[config.mk]
export PLATFORM = sky130hd
export DESIGN_NAME = buffer_sched
export DESIGN_NICKNAME = d
export VERILOG_FILES = /design/src/rtl/router_pkg.sv /design/src/rtl/buffer_sched_free_pick4.sv /design/src/rtl/buffer_sched.sv
export SDC_FILE = /design/constraint.sdc
export NUM_CORES = 1
export LEC_CHECK = 0
export ABC_AREA = 1
export CAP_MARGIN = 0
export CORE_MARGIN = 2
export CORE_UTILIZATION = 58
export DETAILED_ROUTE_END_ITERATION = 10
export PLACE_DENSITY = 0.82
export SETUP_SLACK_MARGIN = 0.15
export SYNTH_ARGS = -nofsm -noshare
export SYNTH_HDL_FRONTEND = slang
export SYNTH_HIERARCHICAL = 1
export SYNTH_SLANG_ARGS = --single-unit
[constraint.sdc]
create_clock -name clk -period 10.3 [get_ports clk]
set_input_delay 3.09 -clock clk [delete_from_list [all_inputs] [get_ports clk]]
set_output_delay 3.09 -clock clk [all_outputs]
set_load 0.01 [all_outputs]
[src/rtl/router_pkg.sv]
// Shared router constants for the buffer scheduler.
//   NUM_BUF   : number of router buffers (indices 1..NUM_BUF, 0 = none)
//   NUM_PORT  : number of requesting input ports
//   BUF_IDX_W : width of a buffer index
//   PRI_W     : width of a per-port / per-buffer priority (0 = invalid/empty)
//   NO_BUF    : the "no buffer" index
package router_pkg;
  localparam int NUM_BUF   = 7;
  localparam int NUM_PORT  = 4;
  localparam int BUF_IDX_W = 3;
  localparam int PRI_W     = 3;
  localparam logic [BUF_IDX_W-1:0] NO_BUF = 3'b000;
endpackage

[src/rtl/buffer_sched_free_pick4.sv]
// free_pick4: combinational search for the four lowest empty buffers.
//   empty : bit b-1 set when buffer b is empty
//   pick  : pick[k] = index of the k-th lowest empty buffer, ascending;
//           slots beyond the number of empty buffers read NO_BUF
module free_pick4
  import router_pkg::*;
(
  input  logic [NUM_BUF-1:0]             empty,
  output logic [3:0][BUF_IDX_W-1:0]      pick
);
  always_comb begin
    logic [2:0] n;
    pick = '0;
    n    = '0;
    for (int b = 0; b < NUM_BUF; b++) begin
      if (empty[b] && !n[2]) begin
        pick[n[1:0]] = BUF_IDX_W'(b + 1);
        n = n + 3'd1;
      end
    end
  end
endmodule

[src/rtl/buffer_sched.sv]
// buffer_sched: round-robin allocation of router buffers to input ports.
//   clk, rst_n  : clock, asynchronous active-low reset
//   req/req_pri : per-port level request and 3-bit priority (0 = invalid)
//   rel_valid/rel_buf : one-cycle release of a buffer by index
//   gnt/gnt_buf : registered one-cycle grant pulse and granted buffer per port
//   buf_pri     : stored priority per buffer (0 = empty)
//   free_cnt/full : empty-buffer count and full flag
//   rel_err     : one-cycle pulse after an illegal release
module buffer_sched #(
  parameter int NUM_BUF  = router_pkg::NUM_BUF,
  parameter int NUM_PORT = router_pkg::NUM_PORT
) (
  input  logic                  clk,
  input  logic                  rst_n,
  input  logic [3:0]            req,
  input  logic [11:0]           req_pri,
  input  logic                  rel_valid,
  input  logic [2:0]            rel_buf,
  output logic [3:0]            gnt,
  output logic [11:0]           gnt_buf,
  output logic [20:0]           buf_pri,
  output logic [2:0]            free_cnt,
  output logic                  full,
  output logic                  rel_err
);
  localparam int IW = router_pkg::BUF_IDX_W;
  localparam int PW = router_pkg::PRI_W;

  logic [NUM_BUF-1:0][PW-1:0]   pri_q, pri_d;
  logic [NUM_PORT-1:0][PW-1:0]  pri_a;
  logic [NUM_PORT-1:0][IW-1:0]  gbuf_q, gbuf_d;
  logic [NUM_PORT-1:0]          gnt_d, elig;
  logic [NUM_BUF-1:0]           empty;
  logic [NUM_BUF:0]             occ8;
  logic [3:0][IW-1:0]           pick;
  logic [1:0]                   rr_ptr, rr_d;
  logic                         rel_ok, rel_err_d;

  assign pri_a = req_pri;

  always_comb begin
    for (int b = 0; b < NUM_BUF; b++) empty[b] = (pri_q[b] == '0);
  end

  // Bit 0 stands for "no buffer" and is never occupied, so rel_buf indexes directly.
  assign occ8   = {~empty, 1'b0};
  assign rel_ok = rel_valid && occ8[rel_buf];
  assign rel_err_d = rel_valid && !rel_ok;

  // A port whose grant pulse is currently high is not re-granted this edge.
  assign elig = req & ~gnt & {pri_a[3] != '0, pri_a[2] != '0, pri_a[1] != '0, pri_a[0] != '0};

  free_pick4 u_pick (.empty(empty), .pick(pick));

  // Allocation sees pre-release occupancy: a buffer being released is still
  // occupied, so it cannot also be picked on the same edge.
  always_comb begin
    logic [1:0] p;
    logic [1:0] slot;
    logic       more;
    gnt_d  = '0;
    gbuf_d = '0;
    pri_d  = pri_q;
    rr_d   = rr_ptr;
    slot   = '0;
    more   = 1'b1;
    for (int k = 0; k < NUM_PORT; k++) begin
      p = rr_ptr + 2'(k);
      if (elig[p] && more && pick[slot] != router_pkg::NO_BUF) begin
        gnt_d[p]  = 1'b1;
        gbuf_d[p] = pick[slot];
        pri_d[3'(pick[slot] - 3'd1)] = pri_a[p];
        rr_d  = p + 2'd1;
        more  = (slot != 2'd3);
        slot  = slot + 2'd1;
      end
    end
    if (rel_ok) pri_d[3'(rel_buf - 3'd1)] = '0;
  end

  always_ff @(posedge clk or negedge rst_n) begin
    if (!rst_n) begin
      pri_q   <= '0;
      gnt     <= '0;
      gbuf_q  <= '0;
      rr_ptr  <= '0;
      rel_err <= 1'b0;
    end else begin
      pri_q   <= pri_d;
      gnt     <= gnt_d;
      gbuf_q  <= gbuf_d;
      rr_ptr  <= rr_d;
      rel_err <= rel_err_d;
    end
  end

  assign gnt_buf  = gbuf_q;
  assign buf_pri  = pri_q;
  assign free_cnt = 3'($countones(empty));
  assign full     = (free_cnt == 3'd0);
endmodule

# ---- Word-level counts from Yosys, hierarchy flattened
# Index checks and enable logic that the tools add are counted.
dict set report op_classes {
  n_addsub 24
  order_cmp 34
  eq_ne 2
  n_mux 103
  bitwise_logic 26
  n_reduce_logical 53
}
# operator n
set op_table {}
lappend op_table {{2-to-1 mux 12 bit} 10}
lappend op_table {{2-to-1 mux 21 bit} 5}
lappend op_table {{bitwise mux 21 bit} 4}
lappend op_table {{2-to-1 mux 3 bit} 27}
lappend op_table {{demux 3 bit (select 2 bit)} 10}
lappend op_table {{demux 3 bit (select 3 bit)} 5}
lappend op_table {{binary-select mux 3 bit (select 2 bit)} 7}
lappend op_table {{bitwise mux 12 bit} 3}
lappend op_table {{less-than comparator 2 x 3 -> 1 bit (second input constant)} 12}
lappend op_table {{logical AND 1 bit} 29}
lappend op_table {{logical NOT 3 bit} 8}
lappend op_table {{less-than comparator 3 x 4 -> 1 bit (second input constant)} 6}
lappend op_table {{OR 8 bit} 3}
lappend op_table {{nonzero test 3 bit} 8}
lappend op_table {{AND 21 bit} 1}
lappend op_table {{NOT 21 bit} 1}
lappend op_table {{AND 4 bit} 5}
lappend op_table {{greater-or-equal comparator 2 x 1 -> 1 bit (second input constant)} 9}
lappend op_table {{2-to-1 mux 4 bit} 4}
lappend op_table {{NOT 4 bit} 4}
lappend op_table {{NOT 8 bit} 2}
lappend op_table {{OR 4 bit} 4}
lappend op_table {{greater-or-equal comparator 3 x 1 -> 1 bit (second input constant)} 5}
lappend op_table {{subtractor 3 x 1 -> 3 bit (second input constant)} 5}
lappend op_table {{other kinds (25)} 65}
dict set report totals {
  ff_bits 40
  inputBits 22
  out_inout_bits 42
}

# ---- Longest topological paths before layout
dict set report logic_depth {
  ltp_word 46
  depth_mapped 61
}

# ---- Cells and area by module
# Netlist, hierarchy kept.
# mod instances cells_per_inst area_per_inst_um2 seq_area_each_um2
set modules_own_cells {}
lappend modules_own_cells {buffer_sched 1 758 4674.5 1001.0}
lappend modules_own_cells {free_pick4 1 144 843.3 0.0}

# ---- Worst setup path before layout
# Ideal clock, no wire load.
dict set report synth_timing {
  path_type {reg-to-reg}
  from {register pri_q (netlist bit buf_pri[6])}
  to {register pri_q (netlist bit buf_pri[6])}
  arrival_time_ns 8.816
  slack_ns 1.412
  path_stages_with_launch 57
  synth_period_minus_slack_ns 8.888
  path_cell_list {dfrtp_1 > nor3_1 > fa_1 > inv_1 > ha_1 > nand3_1 > nand2_1 > inv_1 > ha_1 > nand2_1 > nand2_1 > ha_1 > inv_1 > nand2_1 > nand2_1 > nand3_2 > nand2_1 > inv_1 > [... 21 more ...] > nand3_4 > nand2_2 > nand2_2 > nand2_1 > nand2_1 > nand2_1 > nand2_4 > buf_6 > ha_1 > ha_1 > a21oi_2 > nand2_2 > nor2_2 > buf_4 > nand3_1 > nand2_1 > inv_1 > nor2_1}
}
# item line_no
set synth_lines {}
lappend synth_lines {{start, declared} buffer_sched.sv:29} ;# logic [NUM_BUF-1:0][PW-1:0] pri_q, pri_d;
lappend synth_lines {{start signal, assigned} buffer_sched.sv:89} ;# pri_q <= pri_d;

==> key figures <==
Status
  – Status: complete, no violations

Synth
  – Register area share after synthesis: 18.14%
  – Share of the synthesized area in the top cell type: 18.14%
  – Post-synthesis net count: 960
  – Post-Syn Area: 5518 sq um
  – Most frequent cell after synthesis: nand2_1
  – Number of synthesized flops with an enable pin: 0
  – Commonest cells in the netlist: 263 x nand2_1, 124 x nand3_1, 121 x inv_1, 69 x nor2_1, 52 x o21ai_0
  – Distinct cells, synth: 47
  – Synth area leader: dfrtp_1
  – Synth warn: 6
  – Async SR Flop Fraction: 100.0%
  – Yosys reg bits: 40
  – Mean Syn Cell Area: 6.117 sq um
  – Ys flop type: dfrtp_1
  – Synth area leaders: dfrtp_1 18%, nand2_1 18%, nand3_1 11%
  – Synth Instances: 902

Clocking
  – TritonCTS Buffers: 5
  – CTS root buffer: clkbuf_8
  – Clk_lat worst skew: 0.31 ns
  – Hold-fix buffers, CTS: 0
  – Clock buffer depth: 2
  – CTS tree: done
  – Worst-path clk slew: 0.09 ns
  – H-Tree Depth: 2
  – CTS Sinks: 40

Min path
  – Hold Crit Depth: 6
  – Worst hold start: buf_pri[0]$_DFF_PN0_
  – Hold EP: buf_pri[0]$_DFF_PN0_
  – Hold crit path type: reg -> reg

Layout
  – Fill count: 839
  – Ratio of cells with drive above 1 in the final layout: 9.781%
  – Final #Nets: between 1,000 and 1,500
  – Area grow syn2layout: 14.94%
  – Antenna cells: 0

Critical path
  – CP max FO: 18
  – CP most frequent cell: nand2_1
  – Internal reg-to-reg setup slack: 0.86 ns
  – Worst Setup End Kind: register
  – Crit-path max cell delay: about 0.53 ns
  – CP Data Required Time: 10.49 ns
  – CP max-delay cell: fa_1
  – Startpoint type of the worst setup path: register
  – Critical path class: reg -> reg
  – Critical R2R Capture: buf_pri[1]$_DFF_PN0_
  – Reg2reg start: buf_pri[6]$_DFF_PN0_
  – Endpoint arrival time on the critical path: 9.63 ns
  – CP startpoint: buf_pri[6]$_DFF_PN0_
  – Reg2Reg Depth: between 50 and 60

Floorplan
  – Starting density of the core: between 50% and 60%
  – Die width: between 100 and 150 microns
  – Num rows: 35
  – Num ports: 64
  – Core Box Area: 9240 sq um
  – Die Y: 101.5 microns
  – Die Area: 10,310 sq um

Timing
  – Fmax: 106.0 MHz
  – RSZ-0062 raised after global routing: false
  – Actual slew at the worst max-slew pin: 0.9631 ns
  – Final Hold Fails: 0
  – Post-layout min period: around 9.4 ns
  – Worst Skew: 0.01847 ns
  – Sum of negative setup slack: 0 ns
  – Setup-failing EPs final: 0
  – Relative slew margins: 35.30%
  – Final worst-path cycle share: 91.60%
  – Final Max Tran Viols: 0

Route
  – Final wirelength: 16,500 microns
  – Vias per cell: 5.695
  – Detail Route Antenna Nets: 0
  – Wirelength per Cell: 15.13 microns
  – DRC Markers: 0
  – DRT iter0 DRCs: 660
  – Vias post-DR: 6,208
  – DRT Pass-1 Iters: 5

GRT
  – First-pass GRT wire length: 26,850 microns
  – Total GRT Usage: between 30% and 40%
  – Vias in the first global route: 5,535
  – Total grt overflow: 0
  – Largest net degree at the start of global routing: 41
  – Initial antenna violation count: 0

Run
  – Max-cap violations: 0

Place
  – Gpl congestion: 0.9794
  – # port buffers: 63
  – HPWL Detailed: 12,970 microns
-- worst max path at each step --
stage	to	slack, ns
after floorplan	buf_pri[6]$_DFF_PN0_	1.41
after global placement	buf_pri[2]$_DFF_PN0_	0.86
after detailed placement	buf_pri[0]$_DFF_PN0_	0.63
after CTS	buf_pri[0]$_DFF_PN0_	0.76
after global routing	buf_pri[2]$_DFF_PN0_	0.24
final	buf_pri[1]$_DFF_PN0_	0.86
-- state kept, by name, indices dropped and copies added (netlist names) --
name and count:
buf_pri 21, gnt 4, gnt_buf 12, rel_err 1, rr_ptr 2
-- cell type report --
class / count / area [sq um] / share of cell area (%)
clock buffers: 5 / 68.82 / 1.085
multi-input cells: 710 / 3894 / 61.39
clock inverters: 2 / 12.51 / 0.1973
repair buffers: 75 / 715.7 / 11.28
well taps: 129 / 161.4 / 2.545
flip-flops and latches: 40 / 1001 / 15.78
inverters: 129 / 489.2 / 7.714
-- per-layer routing --
| layer | vias to the layer above | global-route usage, % | share of wire, % |
|---|---|---|---|
| li1 | 3085 | - | - |
| met1 | 2729 | 44.79 | 42 |
| met2 | 341 | 52.23 | 44 |
| met3 | 53 | 6.004 | 10 |
| met4 | 0 | 11.02 | 3.3 |
| met5 | - | 0 | 0 |
-- cell usage in the layout (no fill, tap or decap), drive strengths merged --
cell	n
a21oi	10
a22oi	1
a31oi	1
and3	2
buf	13
clkbuf	5
clkdlybuf4s50	62
clkinv	2
clkinvlp	1
dfrtp	40
fa	5
ha	31
inv	128
mux2i	1
nand2	277
nand3	150
nand3b	1
nand4	25
nor2	80
nor3	16
o2111ai	2
o211a	1
o211ai	17
o21a	2
o21ai	71
o21bai	1
o221ai	3
o22ai	5
or2	4
xnor2	2
xor2	2
-- critical path, delay by kind of cell, from the launching register on --
kind,cells,cell delay (ns)
buf+inv,10,1.37
flops,1,0.43
compound gates,5,0.97
fa+ha+maj,12,3.17
simple gates,26,3.35
-- cell families (layout without fill, tap and decap cells) --
family	after synthesis	count (layout)	synth area share [%]
and+or+nand+nor	555	555	48.53
muxes	1	1	0.1814
buffers and inverters	152	211	11.68
xor gates and xnor gates	4	4	0.6350
AOI/OAI and AO/OA	114	114	12.00
DFF	40	40	18.14
adders and majority gates	36	36	8.844
-- per-stage QoR --
| step | area, sq um | cells | worst slack, ns | hold slack [ns] | util (%) |
|---|---|---|---|---|---|
| 6_report | 6342 | 1090 | 0.8648 | 0.8061 | 68.64 |
| 3_3_place_gp | 6245 | 1083 | 0.8580 | 0.7775 | 67.58 |
| 5_1_grt | 6342 | 1090 | 0.2423 | 0.9131 | 68.64 |
| 4_1_cts | 6326 | 1090 | 0.7606 | 0.8048 | 68.46 |
| 3_5_place_dp | 6245 | 1083 | 0.6323 | 0.7861 | 67.58 |
| 2_1_floorplan | 5518 | 902 | 1.412 | 0.7180 | - |
-- what timing repair did --
action / in CTS / in global routing
endpoints found under the setup margin: 0 / 22
buffers inserted: 0 / 0
gates resized for setup: 0 / 3
Power is left out: the tool's default activity adds up to more than one toggle a clock period on the data nets, which glitch-free logic cannot reach.
